[src/rtl/spi_frame_loader.sv]
// Command parser between the SPI byte slave and the LED channel memory.
// Decodes WRITE / COMMIT / STATUS transactions framed by chip select.
module spi_frame_loader #(
  parameter int ADDRESS_WIDTH = 9,
  parameter int MEM_DEPTH     = 432
) (
  input  logic                     clk,
  input  logic                     rst,
  input  logic [7:0]               spi_dout,
  input  logic                     spi_done,
  input  logic                     spi_selected,
  output logic [7:0]               spi_din,
  output logic                     mem_we,
  output logic [ADDRESS_WIDTH-1:0] mem_addr,
  output logic [7:0]               mem_din,
  output logic                     frame_commit,
  output logic                     status_overflow,
  output logic                     status_bad_cmd
);

  typedef enum logic [2:0] {
    IDLE        = 3'd0,
    CMD         = 3'd1,
    ADDR_HI     = 3'd2,
    ADDR_LO     = 3'd3,
    DATA        = 3'd4,
    COMMIT_PEND = 3'd5,
    DISCARD     = 3'd6
  } state_t;

  localparam logic [15:0] MEM_LIMIT = 16'(MEM_DEPTH);

  state_t                     state_r, state_s;
  logic [7:0]                 addr_hi_r, addr_hi_s;
  logic [15:0]                work_addr_r, work_addr_s;
  logic [3:0]                 commit_count_r, commit_count_s;
  logic                       status_txn_r, status_txn_s;
  logic [7:0]                 spi_din_s;
  logic                       mem_we_s;
  logic [ADDRESS_WIDTH-1:0]   mem_addr_s;
  logic [7:0]                 mem_din_s;
  logic                       frame_commit_s;
  logic                       ovf_set_s, bad_set_s, flag_clr_s;
  logic                       status_overflow_s, status_bad_cmd_s;

  // State register
  always_ff @(posedge clk) begin
    if (rst) begin
      state_r <= IDLE;
    end else begin
      state_r <= state_s;
    end
  end

  // Next-state decode, byte processing and transaction-end handling
  always_comb begin
    state_s        = state_r;
    addr_hi_s      = addr_hi_r;
    work_addr_s    = work_addr_r;
    commit_count_s = commit_count_r;
    status_txn_s   = status_txn_r;
    spi_din_s      = spi_din;
    mem_we_s       = 1'b0;
    mem_addr_s     = mem_addr;
    mem_din_s      = mem_din;
    frame_commit_s = 1'b0;
    ovf_set_s      = 1'b0;
    bad_set_s      = 1'b0;
    flag_clr_s     = 1'b0;

    case (state_r)
      IDLE: begin
        if (spi_selected) begin
          state_s = CMD;
        end else begin
          state_s = IDLE;
        end
      end
      CMD: begin
        if (spi_done) begin
          case (spi_dout)
            8'h01: state_s = ADDR_HI;
            8'h02: state_s = COMMIT_PEND;
            8'h03: begin
              state_s      = DISCARD;
              status_txn_s = 1'b1;
              spi_din_s    = {status_overflow, status_bad_cmd, 2'b00, commit_count_r};
            end
            default: begin
              state_s   = DISCARD;
              bad_set_s = 1'b1;
            end
          endcase
        end else begin
          state_s = CMD;
        end
      end
      ADDR_HI: begin
        if (spi_done) begin
          addr_hi_s = spi_dout;
          state_s   = ADDR_LO;
        end else begin
          state_s = ADDR_HI;
        end
      end
      ADDR_LO: begin
        if (spi_done) begin
          work_addr_s = {addr_hi_r, spi_dout};
          state_s     = DATA;
        end else begin
          state_s = ADDR_LO;
        end
      end
      DATA: begin
        if (spi_done) begin
          if (work_addr_r < MEM_LIMIT) begin
            mem_we_s   = 1'b1;
            mem_addr_s = work_addr_r[ADDRESS_WIDTH-1:0];
            mem_din_s  = spi_dout;
          end else begin
            ovf_set_s = 1'b1;
          end
          // Saturate rather than wrap so overruns never alias to low addresses
          if (work_addr_r != 16'hFFFF) begin
            work_addr_s = work_addr_r + 16'd1;
          end else begin
            work_addr_s = work_addr_r;
          end
        end else begin
          state_s = DATA;
        end
      end
      COMMIT_PEND: state_s = COMMIT_PEND;
      DISCARD:     state_s = DISCARD;
      default:     state_s = IDLE;
    endcase

    // Deselect ends the transaction after any coincident byte is processed
    if ((state_r != IDLE) && !spi_selected) begin
      if (state_s == COMMIT_PEND) begin
        frame_commit_s = 1'b1;
        commit_count_s = commit_count_r + 4'd1;
      end else begin
        frame_commit_s = 1'b0;
      end
      flag_clr_s   = status_txn_s;
      status_txn_s = 1'b0;
      spi_din_s    = 8'h00;
      state_s      = IDLE;
    end else begin
      flag_clr_s = 1'b0;
    end

    status_overflow_s = (status_overflow & ~flag_clr_s) | ovf_set_s;
    status_bad_cmd_s  = (status_bad_cmd & ~flag_clr_s) | bad_set_s;
  end

  // Registered datapath and outputs
  always_ff @(posedge clk) begin
    if (rst) begin
      addr_hi_r       <= 8'h00;
      work_addr_r     <= 16'h0000;
      commit_count_r  <= 4'd0;
      status_txn_r    <= 1'b0;
      spi_din         <= 8'h00;
      mem_we          <= 1'b0;
      mem_addr        <= '0;
      mem_din         <= 8'h00;
      frame_commit    <= 1'b0;
      status_overflow <= 1'b0;
      status_bad_cmd  <= 1'b0;
    end else begin
      addr_hi_r       <= addr_hi_s;
      work_addr_r     <= work_addr_s;
      commit_count_r  <= commit_count_s;
      status_txn_r    <= status_txn_s;
      spi_din         <= spi_din_s;
      mem_we          <= mem_we_s;
      mem_addr        <= mem_addr_s;
      mem_din         <= mem_din_s;
      frame_commit    <= frame_commit_s;
      status_overflow <= status_overflow_s;
      status_bad_cmd  <= status_bad_cmd_s;
    end
  end

endmodule

[config.mk]
export PLATFORM = sky130hd
export DESIGN_NAME = spi_frame_loader
export DESIGN_NICKNAME = d
export VERILOG_FILES = /design/src/rtl/spi_frame_loader.sv
export SDC_FILE = /design/constraint.sdc
export NUM_CORES = 1
export LEC_CHECK = 0
export ABC_AREA = 0
export BUFFER_PORTS_ARGS = -buffer_cell sky130_fd_sc_hd__buf_2
export CORE_ASPECT_RATIO = 0.5
export CORE_MARGIN = 2
export CORE_UTILIZATION = 45
export DETAILED_ROUTE_END_ITERATION = 8
export PLACE_DENSITY_LB_ADDON = 0.12
export SLEW_MARGIN = 10
export SYNTH_ARGS = -nofsm -noshare
export SYNTH_HDL_FRONTEND = slang
export SYNTH_SLANG_ARGS = --single-unit
[constraint.sdc]
create_clock -name clk -period 2.4 [get_ports clk]
set_input_delay 0.12 -clock clk [delete_from_list [all_inputs] [get_ports clk]]
set_output_delay 0.12 -clock clk [all_outputs]
set_load 0.05 [all_outputs]
==> parameters.txt <==
Parameter                              Value

Clock tree
  Number of sinks on the clock net    59
  TritonCTS clock tree    done
  Root buffer cell    sky130_fd_sc_hd__clkbuf_16
  CTS-repair resized insts    0
  Hold bufs inserted after CTS    0
  Number of buffers inserted during clock tree synthesis    9
  Clock-pin slew of the registers on the worst-case setup and hold paths    0.05 ns
  # H-tree levels    3
  Worst-skew pair later-pin latency    0.32 ns
  Setup Fix Bufs, Post-CTS    0
  Maximum clock insertion buffer count    2

Layout
  Net count reported at finish    371
  Antenna diode count    0
  Area growth, synth to finish    19.2%
  Fraction of layout instances using a drive strength above 1    0.215

Global routing
  Via count of the first global-routing pass    2208
  Combined global-route utilization of all metal layers    0.207
  Met3 routing resource usage after global routing    0.0695
  Antenna violations before repair    0
  Global routing usage on met2    0.300
  Total congestion overflow    0
  GRT Max-Usage Layer    met2
  Met1 track demand over resource in global routing    0.291
  First-pass GRT wire length    about 11 mm
  Pin count of the biggest net entering global routing    47

Timing
  Final setup fails    0
  Worst slew margin relative to its limit    0.545
  Setup repair after global routing missed its margin    no
  Number of max-slew violations in the final report    0
  Hold violation total from the final report    0
  Total negative setup slack    0 ns
  Clock Skews    0.00754 ns
  Worst slew pin tran    0.678 ns
  Period utilization    0.875
  Max Clock Freq    0.476 GHz
  Shortest clock period the worst path allows after layout    ~2.1 ns

Routing
  Number of optimization iterations in the first detailed-route pass    5
  Detailed Route Iter0 Violations    between 100 and 150
  Via density    5.55
  WL/cell    14.9 um
  Drc violations    0
  Antenna Nets Post-Route    0
  Final routed wirelength across all metal layers    6.49 mm
  Total vias in the final route    2416

Setup path
  Nature of the critical path endpoint    register
  Worst Path Buf+Inv    1
  Data arrival time of the critical path    2.37 ns
  Critical path start-end classification    register to register
  Master of the slowest instance on the critical path    sky130_fd_sc_hd__or4_1
  Family with the most delay on the worst path    simple AND/OR/NAND/NOR gates
  Minimum setup slack among reg-to-reg paths    around 0.3 ns
  Setup crit start kind    register
  Capture instance of the worst register-to-register path    work_addr_r[15]
  Data required time of the worst path    2.67 ns
  Cell-by-cell trace of the critical path    or3b_2 > buf_4 > or4_1 > a21oi_1 > o21a_1
  Slowest cell delay on critical path    0.52 ns
  Launch instance of the worst register-to-register path    state_r[2]
  Worst-case reg-to-reg path depth    5
  Peak fanout along the critical path    32

Logic synthesis
  Seq/Total Area, Yosys    0.429
  Simple-gate area share of the yosys netlist    0.216
  Compound-cell area share of the yosys netlist    0.176
  Distinct cell type count after synthesis    53
  Proportion of netlist area held by the largest area contributor    0.429
  Count of flip-flops with a built-in enable after synthesis    0
  Synth Cell Area    roughly 2800 um2
  Post-synth top flop    sky130_fd_sc_hd__dfxtp_1
  Adder and majority cell fraction of the synthesized area    0.00908
  Largest area contributor in the synthesized netlist    sky130_fd_sc_hd__dfxtp_1
  Dominant cells by area after synthesis    sky130_fd_sc_hd__dfxtp_1 (43%), sky130_fd_sc_hd__mux2i_1 (12%), sky130_fd_sc_hd__nor2_1 (6.3%)
  Flop and latch count out of synthesis    59
  Dominant combinational cell family by area after synthesis    simple AND/OR/NAND/NOR gates
  Share of flip-flops with an asynchronous set or reset    0
  Average size of a mapped cell    8.72 um2
  Mux contribution to synthesized area    0.120
  Most repeated cell in the gate-level netlist after synthesis    sky130_fd_sc_hd__dfxtp_1
  Synth warnings    0
  Xor-xnor portion of the synthesized cell area    0.00318
  Mapped Cells    ~320
  Commonest cells in the netlist    sky130_fd_sc_hd__dfxtp_1 (59), sky130_fd_sc_hd__nor2_1 (46), sky130_fd_sc_hd__mux2i_1 (33)

Floorplanning
  Die H    59.3 um
  Horiz. Die Dim    ~110 um
  Effective utilization at floorplan    0.461
  Die area    between 6000 and 7000 um2
  Number of placement rows    20
  Ports placed on the boundary    41
  Area of the core    5980 um2

Outcome
  Run status    finished, final reports clean

Hold path
  Worst-case hold path end point    mem_din[3]
  Hold path startpoint    spi_dout[3]
  Worst hold path class    input port to register
  Hold path cells    3

Placed design
  Gp weighted congestion    0.859
  IO Port Bufs    38
  HPWL Detailed    4.53 mm

Job
  Max-cap violations    0

Power and ir drop
  Cell Pwr Density    712 nW/um2
  LEAKAGE    1.45 nW
  Maximum resistive drop on vdd    425 uV
  Power Total    2.34 mW
## how the worst max path moves through the flow
stage	slack, ns	startpoint	depth (start not counted)	endpoint
floorplan	0.54	work_addr_r[9]	7	mem_addr[1]
global placement	0.36	state_r[2]	5	work_addr_r[15]
detailed placement	0.32	state_r[2]	5	work_addr_r[15]
CTS	0.30	state_r[2]	5	work_addr_r[15]
global route	0.14	state_r[2]	6	work_addr_r[4]
finish	0.30	state_r[2]	5	work_addr_r[15]
## state kept, by name (all words and copies together) (netlist names)
name	cells
status_bad_cmd	1
commit_count_r	4
frame_commit	1
status_txn_r	1
spi_din	6
mem_addr	9
status_overflow	1
addr_hi_r	8
mem_we	1
mem_din	8
state_r	3
work_addr_r	16
## metrics by stage
| step | utilization | std cells | cell area (um2) | hold slack (ns) | setup slack (ns) |
|---|---|---|---|---|---|
| after floorplan | - | 317 | 2760 | 0.264 | 0.538 |
| after global placement | 0.509 | 423 | 3050 | 0.430 | 0.358 |
| after detailed placement | 0.509 | 423 | 3050 | 0.439 | 0.323 |
| after CTS | 0.549 | 435 | 3280 | 0.106 | 0.304 |
| after global routing | 0.549 | 435 | 3280 | 0.113 | 0.144 |
| final | 0.549 | 435 | 3280 | 0.105 | 0.300 |
## placed cells by master, fill, tap and decap left out, types with 5 or more instances in the layout
| master | netlist | routed |
|---|---|---|
| sky130_fd_sc_hd__dfxtp_1 | 59 | 59 |
| sky130_fd_sc_hd__nor2_1 | 46 | 46 |
| sky130_fd_sc_hd__buf_2 | 4 | 38 |
| sky130_fd_sc_hd__mux2i_1 | 33 | 33 |
| sky130_fd_sc_hd__a21oi_1 | 26 | 26 |
| sky130_fd_sc_hd__nand2_1 | 25 | 25 |
| sky130_fd_sc_hd__o21ai_0 | 20 | 20 |
| sky130_fd_sc_hd__buf_4 | 5 | 13 |
| sky130_fd_sc_hd__clkbuf_16 | 0 | 9 |
| sky130_fd_sc_hd__o31ai_1 | 5 | 5 |
| sky130_fd_sc_hd__nand3_1 | 5 | 5 |
## logic make-up after synthesis
| kind of cell | after synthesis |
|---|---|
| XOR/XNOR | 1 |
| adder cells (fa/ha/maj) | 2 |
| AO/OA/AOI/OAI | 77 |
| flip-flops | 59 |
| AND/OR/NAND/NOR | 116 |
| other | 1 |
| buffers and inverters | 27 |
| multiplexers | 33 |
## cell type report
type | instances | area (um2)
fillers | 561 | 2700
multi-input cells | 231 | 1460
flip-flops and latches | 59 | 1180
repair buffers | 51 | 288
clock buffers | 11 | 233
well taps | 77 | 96.3
inverters | 5 | 18.8
clock inverters | 1 | 5.00
## where the power goes
part | switching, mW | internal (mW)
combinational | 0.155 | 0.0903
clock | 0.383 | 0.669
sequential | 0.0337 | 1.01
total | 0.572 | 1.77
## routing by layer
metal	part of all wire	wire length, um
met1	0.50	3270
met2	0.43	2760
met3	0.059	381
met4	0.012	75
met5	0	0
## worst register-to-register path, delay by kind of cell, from the launching register on
| kind | cells | cell delay, ns |
|---|---|---|
| AO/OA/AOI/OAI | 2 | 0.28 |
| buffers and inverters | 1 | 0.25 |
| flip-flops | 1 | 0.49 |
| AND/OR/NAND/NOR | 2 | 1.03 |
(Power assumes the default switching activity.)
